### src/rtl/uart_tx_arbiter.sv
// Round-robin arbiter sharing one UART transmit path among N_REQ byte
// requesters. One byte is issued per transmitter busy/idle cycle; the
// requester whose byte was taken gets a one-cycle grant pulse.
module uart_tx_arbiter #(
  parameter int N_REQ        = 4,
  parameter int BUSY_TIMEOUT = 16
) (
  input  logic               CLK50M,
  input  logic               n_RST,
  input  logic [N_REQ-1:0]   REQ,
  input  logic [8*N_REQ-1:0] REQ_DATA,
  output logic [N_REQ-1:0]   GNT,
  output logic [2:0]         GNT_ID,
  output logic [7:0]         TX_DATA,
  output logic               TX_WR,
  input  logic               TX_RDY,
  output logic               BUSY
);

  localparam logic [1:0] IDLE      = 2'd0;
  localparam logic [1:0] WAIT_BUSY = 2'd1;
  localparam logic [1:0] WAIT_DONE = 2'd2;

  localparam int              CW       = $clog2(BUSY_TIMEOUT);
  localparam logic [CW-1:0]   CNT_LAST = CW'(BUSY_TIMEOUT - 1);
  localparam logic [2:0]      PTR_INIT = 3'(N_REQ - 1);

  logic [1:0]       state;
  logic [1:0]       state_nxt;
  logic [2:0]       ptr;
  logic [CW-1:0]    cnt;

  logic             win_found;
  logic [2:0]       win_idx;
  logic [7:0]       win_data;
  logic [N_REQ-1:0] win_onehot;

  // Round-robin pick: first pass covers indices above the pointer, second
  // pass wraps to indices at or below it, giving search order ptr+1 upward.
  always_comb begin
    win_found  = 1'b0;
    win_idx    = '0;
    win_data   = '0;
    win_onehot = '0;
    for (int unsigned i = 0; i < N_REQ; i++) begin
      if (!win_found && REQ[i] && (i > 32'(ptr))) begin
        win_found     = 1'b1;
        win_idx       = 3'(i);
        win_data      = REQ_DATA[8*i +: 8];
        win_onehot[i] = 1'b1;
      end
    end
    for (int unsigned i = 0; i < N_REQ; i++) begin
      if (!win_found && REQ[i] && (i <= 32'(ptr))) begin
        win_found     = 1'b1;
        win_idx       = 3'(i);
        win_data      = REQ_DATA[8*i +: 8];
        win_onehot[i] = 1'b1;
      end
    end
  end

  // Next-state decision; WAIT_BUSY exits on a visible busy or on timeout.
  always_comb begin
    state_nxt = state;
    case (state)
      IDLE:      if (TX_RDY && win_found)           state_nxt = WAIT_BUSY;
      WAIT_BUSY: if (!TX_RDY || (cnt == CNT_LAST))  state_nxt = WAIT_DONE;
      WAIT_DONE: if (TX_RDY)                        state_nxt = IDLE;
      default:                                      state_nxt = IDLE;
    endcase
  end

  // Registered state, pointer, timeout counter and all outputs.
  always_ff @(posedge CLK50M or negedge n_RST) begin
    if (!n_RST) begin
      state   <= IDLE;
      ptr     <= PTR_INIT;
      cnt     <= '0;
      GNT     <= '0;
      GNT_ID  <= '0;
      TX_DATA <= '0;
      TX_WR   <= 1'b0;
      BUSY    <= 1'b0;
    end else begin
      state <= state_nxt;
      BUSY  <= (state_nxt != IDLE);
      GNT   <= '0;
      TX_WR <= 1'b0;
      case (state)
        IDLE: begin
          if (state_nxt == WAIT_BUSY) begin
            TX_DATA <= win_data;
            GNT     <= win_onehot;
            GNT_ID  <= win_idx;
            TX_WR   <= 1'b1;
            ptr     <= win_idx;
            cnt     <= '0;
          end
        end
        WAIT_BUSY: cnt <= cnt + 1'b1;
        default: ;
      endcase
    end
  end

endmodule

### config.mk
export PLATFORM = sky130hd
export DESIGN_NAME = uart_tx_arbiter
export DESIGN_NICKNAME = d
export VERILOG_FILES = /design/src/rtl/uart_tx_arbiter.sv
export SDC_FILE = /design/constraint.sdc
export NUM_CORES = 1
export LEC_CHECK = 0
export BUFFER_PORTS_ARGS = -buffer_cell sky130_fd_sc_hd__buf_2
export CAP_MARGIN = 10
export CORE_MARGIN = 4
export CORE_UTILIZATION = 50
export DETAILED_ROUTE_END_ITERATION = 8
export PLACE_DENSITY = 0.76
export SYNTH_ARGS = -nofsm -noshare
export SYNTH_HDL_FRONTEND = slang
export SYNTH_SLANG_ARGS = --single-unit
### constraint.sdc
create_clock -name CLK50M -period 2 [get_ports CLK50M]
set_input_delay 0.3 -clock CLK50M [delete_from_list [all_inputs] [get_ports CLK50M]]
set_output_delay 0.3 -clock CLK50M [all_outputs]
set_load 0.02 [all_outputs]
==> metrics.yaml, run 1 <==
status:
  status: "complete, no violations"
grt:
  grt_use_total_pct: 22.3
  grt_max_degree: 25
  grt_pass1_vias: 1628
  antenna_found_initial: 0
  overflow: 0
  grt_pass1_wl_mm: 7.39
final_layout:
  final_cell_area_um2: 1980
  fin_nets: 279
  antennaDiodeCount: 0
  instances_no_fill: 282
  drive_above_1_share_pct: 33.6
  fin_util_pct: 64.9
  n_fill_cell: 304
  register_area_um2: 603
  multi_input_area_um2: 880
  syn2layout_area_growth_pct: 24.8
logic_synthesis:
  synth.top_cell.area_share_pct: 34.7
  yosysSeqAreaShare_pct: 38.0
  syn_nets: 220
  netlist_top_cells_count: "dfrtp_1, o21ai_0, nor2_1, nor3b_1, a31oi_1"
  ys.flop_type: "dfrtp_1"
  synth.cell_area_um2: 1590
  yosysTopAreaCell: "dfrtp_1"
  synth-edff-count: 0
  syn_inst: 180
  ys_types: 40
  ys_seq_elements: 24
  synthMostInstantiatedCell: "dfrtp_1"
  synthArstFlopShare_pct: 100
  yosysWarnings: 0
  avgSynthCellArea_um2: 8.81
  synth_area_leaders: "dfrtp_1, nor3b_1, o21ai_0"
detailed_routing:
  post_drt_wl_per_cell_um: 15.6
  drc: 0
  vias: 1648
  viasPerCell: 5.84
  totalWireLength_mm: 4.40
  detail_route.iter0.violations: 109
  drtAntennaViolNets: 0
  first_pass_iters: 7
cts:
  clkSinkCount: 24
  cts_buffers: 3
  ctsRootBufferMaster: "clkbuf_4"
  clk_pin_slew_worst_paths_ns: 0.14
  htree_levels: 1
  cts_tree: "done"
  worstSkewPairLatency_ns: 0.33
  clock_path_buffers: 2
floorplanning:
  dieArea_um2: 4140
  io-pin-count: 56
  die_h_um: 64.3
  rows: 20
  core-area_um2: 3050
  die_w_um: 64.3
  initial_core_util_pct: 52.0
place:
  place_hpwl_mm: 3.36
  dpl_cell_area_um2: 1900
  post-place-ws_ns: 0.178
  io_buffers: 54
  dp.cells: 276
  finalWeightedCongestion: 0.872
sta:
  max_slew_margin_pct: 52.3
  hold_viol: 0
  rsz0062_at_grt: "false"
  layout_min_cycle_time_ns: 1.86
  fin_ws_ns: 0.140
  fin_hold_ws_ns: 0.205
  setup_viol: 0
  finClkSkew_ns: 0.00232
  worst_pin_slew_ns: 0.710
  slew_violations: 0
  fmax_ghz: 0.538
  fin_tns_setup_ns: 0
  fin_crit_sh_pct: 93.0
pwr:
  p_leak_nw: 0.934
  powerDensity_nw_per_um2: 1250
  vdd_ir_drop_max_mv: 0.549
  totalPowerFinal_mw: 2.47
min_path:
  hp-class: "in -> reg"
setup_path:
  crit_required_ns: 2.21
  crit_path_start_kind: "flop"
  end_kind: "flop"
  worstPathArrival_ns: 2.07
  worstPathMaxFanout: 11
  path_class: "reg -> reg"
flow_run:
  max-cap-violations: 0
-- sequential cells by signal (all words and copies together) (netlist names) --
name and flops:
GNT 4, cnt 4, state 2, TX_DATA 8, GNT_ID 2, ptr 2, TX_WR 1, BUSY 1
-- layer usage --
metal	wire, µm	track usage (%)	vias up
met3	283	3.69	7
met5	0	0	-
met4	53	6.07	0
met1	1900	29.7	765
li1	-	-	800
met2	2170	37.1	76
-- cell usage in the layout, fill, tap and decap left out, drive strengths merged, types with 4 or more instances in the layout --
cell type	instances
a22oi	7
nand2	10
inv	5
buf	65
o22ai	4
dfrtp	22
a31oi	11
nor3b	15
a2111oi	7
o21ai	29
nand2b	5
nor2	16
and3b	8
-- critical path, cell delays in order (launching register included) --
cell and delay (ns):
dfstp_2 0.44, nand2b_1 0.20, a22oi_1 0.24, nor2_1 0.06, buf_4 0.17, a2111oi_1 0.48
o21ai_0 0.15
-- report_power, final --
part	switching [mW]	total [mW]	internal (mW)	leakage, nW
Sequential	0.152	0.842	0.689	0.299
Clock	0.158	0.361	0.203	0.0279
Combinational	0.749	1.27	0.517	0.607
-- kinds of logic (layout without fill, tap and decap cells) --
logic type,count (synthesis),in the layout,share of synthesized area (%)
AO/OA/AOI/OAI,69,69,28.6
adder cells (fa/ha/maj),1,1,0.789
buffers and inverters,18,76,6.94
flip-flops,24,24,38.0
other,1,1,0.236
AND/OR/NAND/NOR,67,67,25.4
-- repair_timing --
action,4_1_cts,5_1_grt
buffers inserted,0,1
hold buffers,1,0
resized for setup,0,3
setup endpoints to repair,0,6
hold endpoints to repair,22,0
-- final timing paths --
path / startpoint / to / slack, ns / cells after the start
min: REQ_DATA[25] / TX_DATA[1]$_DFFE_PN0P_ / 0.21 / 3
max: ptr[0]$_DFFE_PN1P_ / TX_DATA[7]$_DFFE_PN0P_ / 0.14 / 6
max in group asynchronous: n_RST / ptr[0]$_DFFE_PN1P_ / 1.17 / 2
max reg2reg: ptr[0]$_DFFE_PN1P_ / TX_DATA[7]$_DFFE_PN0P_ / 0.14 / 6
min in group asynchronous: n_RST / TX_DATA[1]$_DFFE_PN0P_ / 0.46 / 2
min reg2reg: cnt[3]$_DFFE_PN0P_ / cnt[3]$_DFFE_PN0P_ / 0.50 / 1
-- area by class of cell --
cell class                      instances  area share [%]
Multi-Input combinational cell        138            44.4
Clock buffer                            3            1.14
Timing Repair Buffer                   66            18.3
Tap cell                               44            2.78
Sequential cell                        24            30.4
Clock inverter                          1            1.52
Inverter                                6            1.39
Note: power is estimated with default switching activity, not from simulation.
==> inputs of run 2 (changes only) <==
--- a/config.mk
+++ b/config.mk
@@ -11,6 +11,7 @@
 export CORE_UTILIZATION = 50
 export DETAILED_ROUTE_END_ITERATION = 8
 export PLACE_DENSITY = 0.76
+export SETUP_SLACK_MARGIN = 0.5
 export SYNTH_ARGS = -nofsm -noshare
 export SYNTH_HDL_FRONTEND = slang
 export SYNTH_SLANG_ARGS = --single-unit
==> metrics.yaml, run 2 (same netlist as run 1, synthesis figures left out) <==
status:
  status: "complete, no violations"
final_layout:
  register_area_um2: 607
  layout_commonest_cell: "buf_2"
  largest_reg_flops: 8
  fin_util_pct: 75.7
  top_register: "TX_DATA"
  top_regs: "TX_DATA (8), GNT (4), cnt (4)"
  multi_input_area_um2: 1060
  n_fill_cell: 237
  drive_above_1_share_pct: 44.7
  mostFrequentLayoutCells: "buf_2, dfrtp_1, buf_4, o21ai_1"
  syn2layout_area_growth_pct: 45.7
  antennaDiodeCount: 0
  fin_nets: 294
cts:
  clk_pin_slew_worst_paths_ns: 0.15
  worstSkewPairLatency_ns: 0.34
  ctsRootBufferMaster: "clkbuf_4"
  clock_path_buffers: 2
  htree_levels: 1
  clkSinkCount: 24
  cts_tree: "done"
  cts_buffers: 3
setup_path:
  path_class: "reg -> reg"
  reg2reg_depth: 7
  r2r-end: "GNT_ID[0]$_DFFE_PN0P_"
  cp-startpoint: "ptr[0]$_DFFE_PN1P_"
  worstPathArrival_ns: 2.03
  crit_path_start_kind: "flop"
  r2r-start: "ptr[0]$_DFFE_PN1P_"
  crit_required_ns: 2.25
  worstPathMaxFanout: 5
  end_kind: "flop"
  crit_end: "GNT_ID[0]$_DFFE_PN0P_"
  rrSetupSlack_ns: 0.22
detailed_routing:
  post_drt_wl_per_cell_um: 18.2
  drc: 0
  drtAntennaViolNets: 0
  vias: 1779
  totalWireLength_mm: 5.40
  detail_route.iter0.violations: 176
  viasPerCell: 5.99
  first_pass_iters: 4
pwr:
  p_int_mw: 1.71
  p_sw_mw: 1.31
  power_frac_comb_pct: 60.6
  totalPowerFinal_mw: 3.02
  powerDensity_nw_per_um2: 1310
  p_leak_nw: 1.06
  swShare_pct: 43.3
  clock_power_share_pct: 12.0
  seqPwrFrac_pct: 27.3
  vdd_ir_drop_max_mv: 1.01
sta:
  fin_tns_setup_ns: 0
  max_slew_margin_pct: 62.7
  rsz0062_at_grt: "true"
  fin_crit_sh_pct: 89.1
  setup_viol: 0
  fmax_ghz: 0.561
  worst_pin_slew_ns: 0.558
  layout_min_cycle_time_ns: 1.78
  fin_hold_ws_ns: 0.197
  fin_ws_ns: 0.218
  slew_violations: 0
  finClkSkew_ns: 0.0184
  hold_viol: 0
grt:
  grt_pass1_wl_mm: 8.26
  grt_max_degree: 25
  overflow: 0
  grt_use_total_pct: 25.6
  grt_pass1_vias: 1701
  antenna_found_initial: 0
floorplanning:
  dieArea_um2: 4140
  core-area_um2: 3050
  rows: 20
  die_w_um: 64.3
  io-pin-count: 56
  initial_core_util_pct: 52.0
  die_h_um: 64.3
place:
  finalWeightedCongestion: 0.815
  io_buffers: 54
  post-place-ws_ns: 0.107
  place_hpwl_mm: 3.25
min_path:
  hp-class: "in -> reg"
flow_run:
  max-cap-violations: 0
==> run 2: power groups by stage <==
stage / clock (mW) / combinational [mW] / sequential [mW]
final: 0.363 / 1.83 / 0.825
after global routing: 0.395 / 1.96 / 0.856
after CTS: 0.362 / 1.66 / 0.811
after detailed placement: 0 / 1.21 / 0.877
after global placement: 0 / 1.19 / 0.865
after floorplan: 0 / 0.784 / 0.953
==> run 2: critical path, stage by stage, from the launching register on <==
cell,delay [ns]
dfstp_2,0.60
buf_6,0.12
a21bo_1,0.16
and3_4,0.22
a21o_4,0.20
clkinv_8,0.08
buf_4,0.15
o21a_1,0.17
==> run 2: stage by stage <==
stage          std cells  area, µm²
2_1_floorplan        180       1600
4_1_cts              295       2220
3_3_place_gp         274       1900
5_1_grt              297       2310
6_report             297       2310
3_5_place_dp         274       1900
==> run 2: layer usage <==
metal | GRT usage, % | part of all wire [%]
met1 | 32.9 | 40
met2 | 44.1 | 52
met4 | 7.65 | 1.6
met5 | 0 | 0
met3 | 4.22 | 6.7
==> run 2: worst min-delay path by stage <==
stage | start | to | depth (start not counted) | slack (ns)
floorplan | n_RST | BUSY$_DFF_PN0_ | 0 | 0.004
global placement | n_RST | TX_DATA[1]$_DFFE_PN0P_ | 1 | 0.31
detailed placement | n_RST | TX_DATA[1]$_DFFE_PN0P_ | 1 | 0.31
CTS | REQ_DATA[31] | TX_DATA[7]$_DFFE_PN0P_ | 3 | 0.21
global route | REQ_DATA[25] | TX_DATA[1]$_DFFE_PN0P_ | 3 | 0.20
finish | REQ_DATA[30] | TX_DATA[6]$_DFFE_PN0P_ | 3 | 0.20
==> run 2: final cells by class <==
class	instances	area share, %
sequential	24	26.2
inverter	6	1.52
timing repair buffer	80	21.3
clock inverter	1	1.30
clock buffer	3	0.974
tap	44	2.38
multi-input combinational	138	45.9
timing repair inverter	1	0.379
==> run 2: repair_timing <==
action                                  4_1_cts  5_1_grt
hold endpoints to repair                     22        0
resized for setup                            36       13
buffers inserted                             15        2
endpoints found under the setup margin       23       23
gates cloned                                  1        0
pin swaps                                    22        3
hold buffers                                  1        0
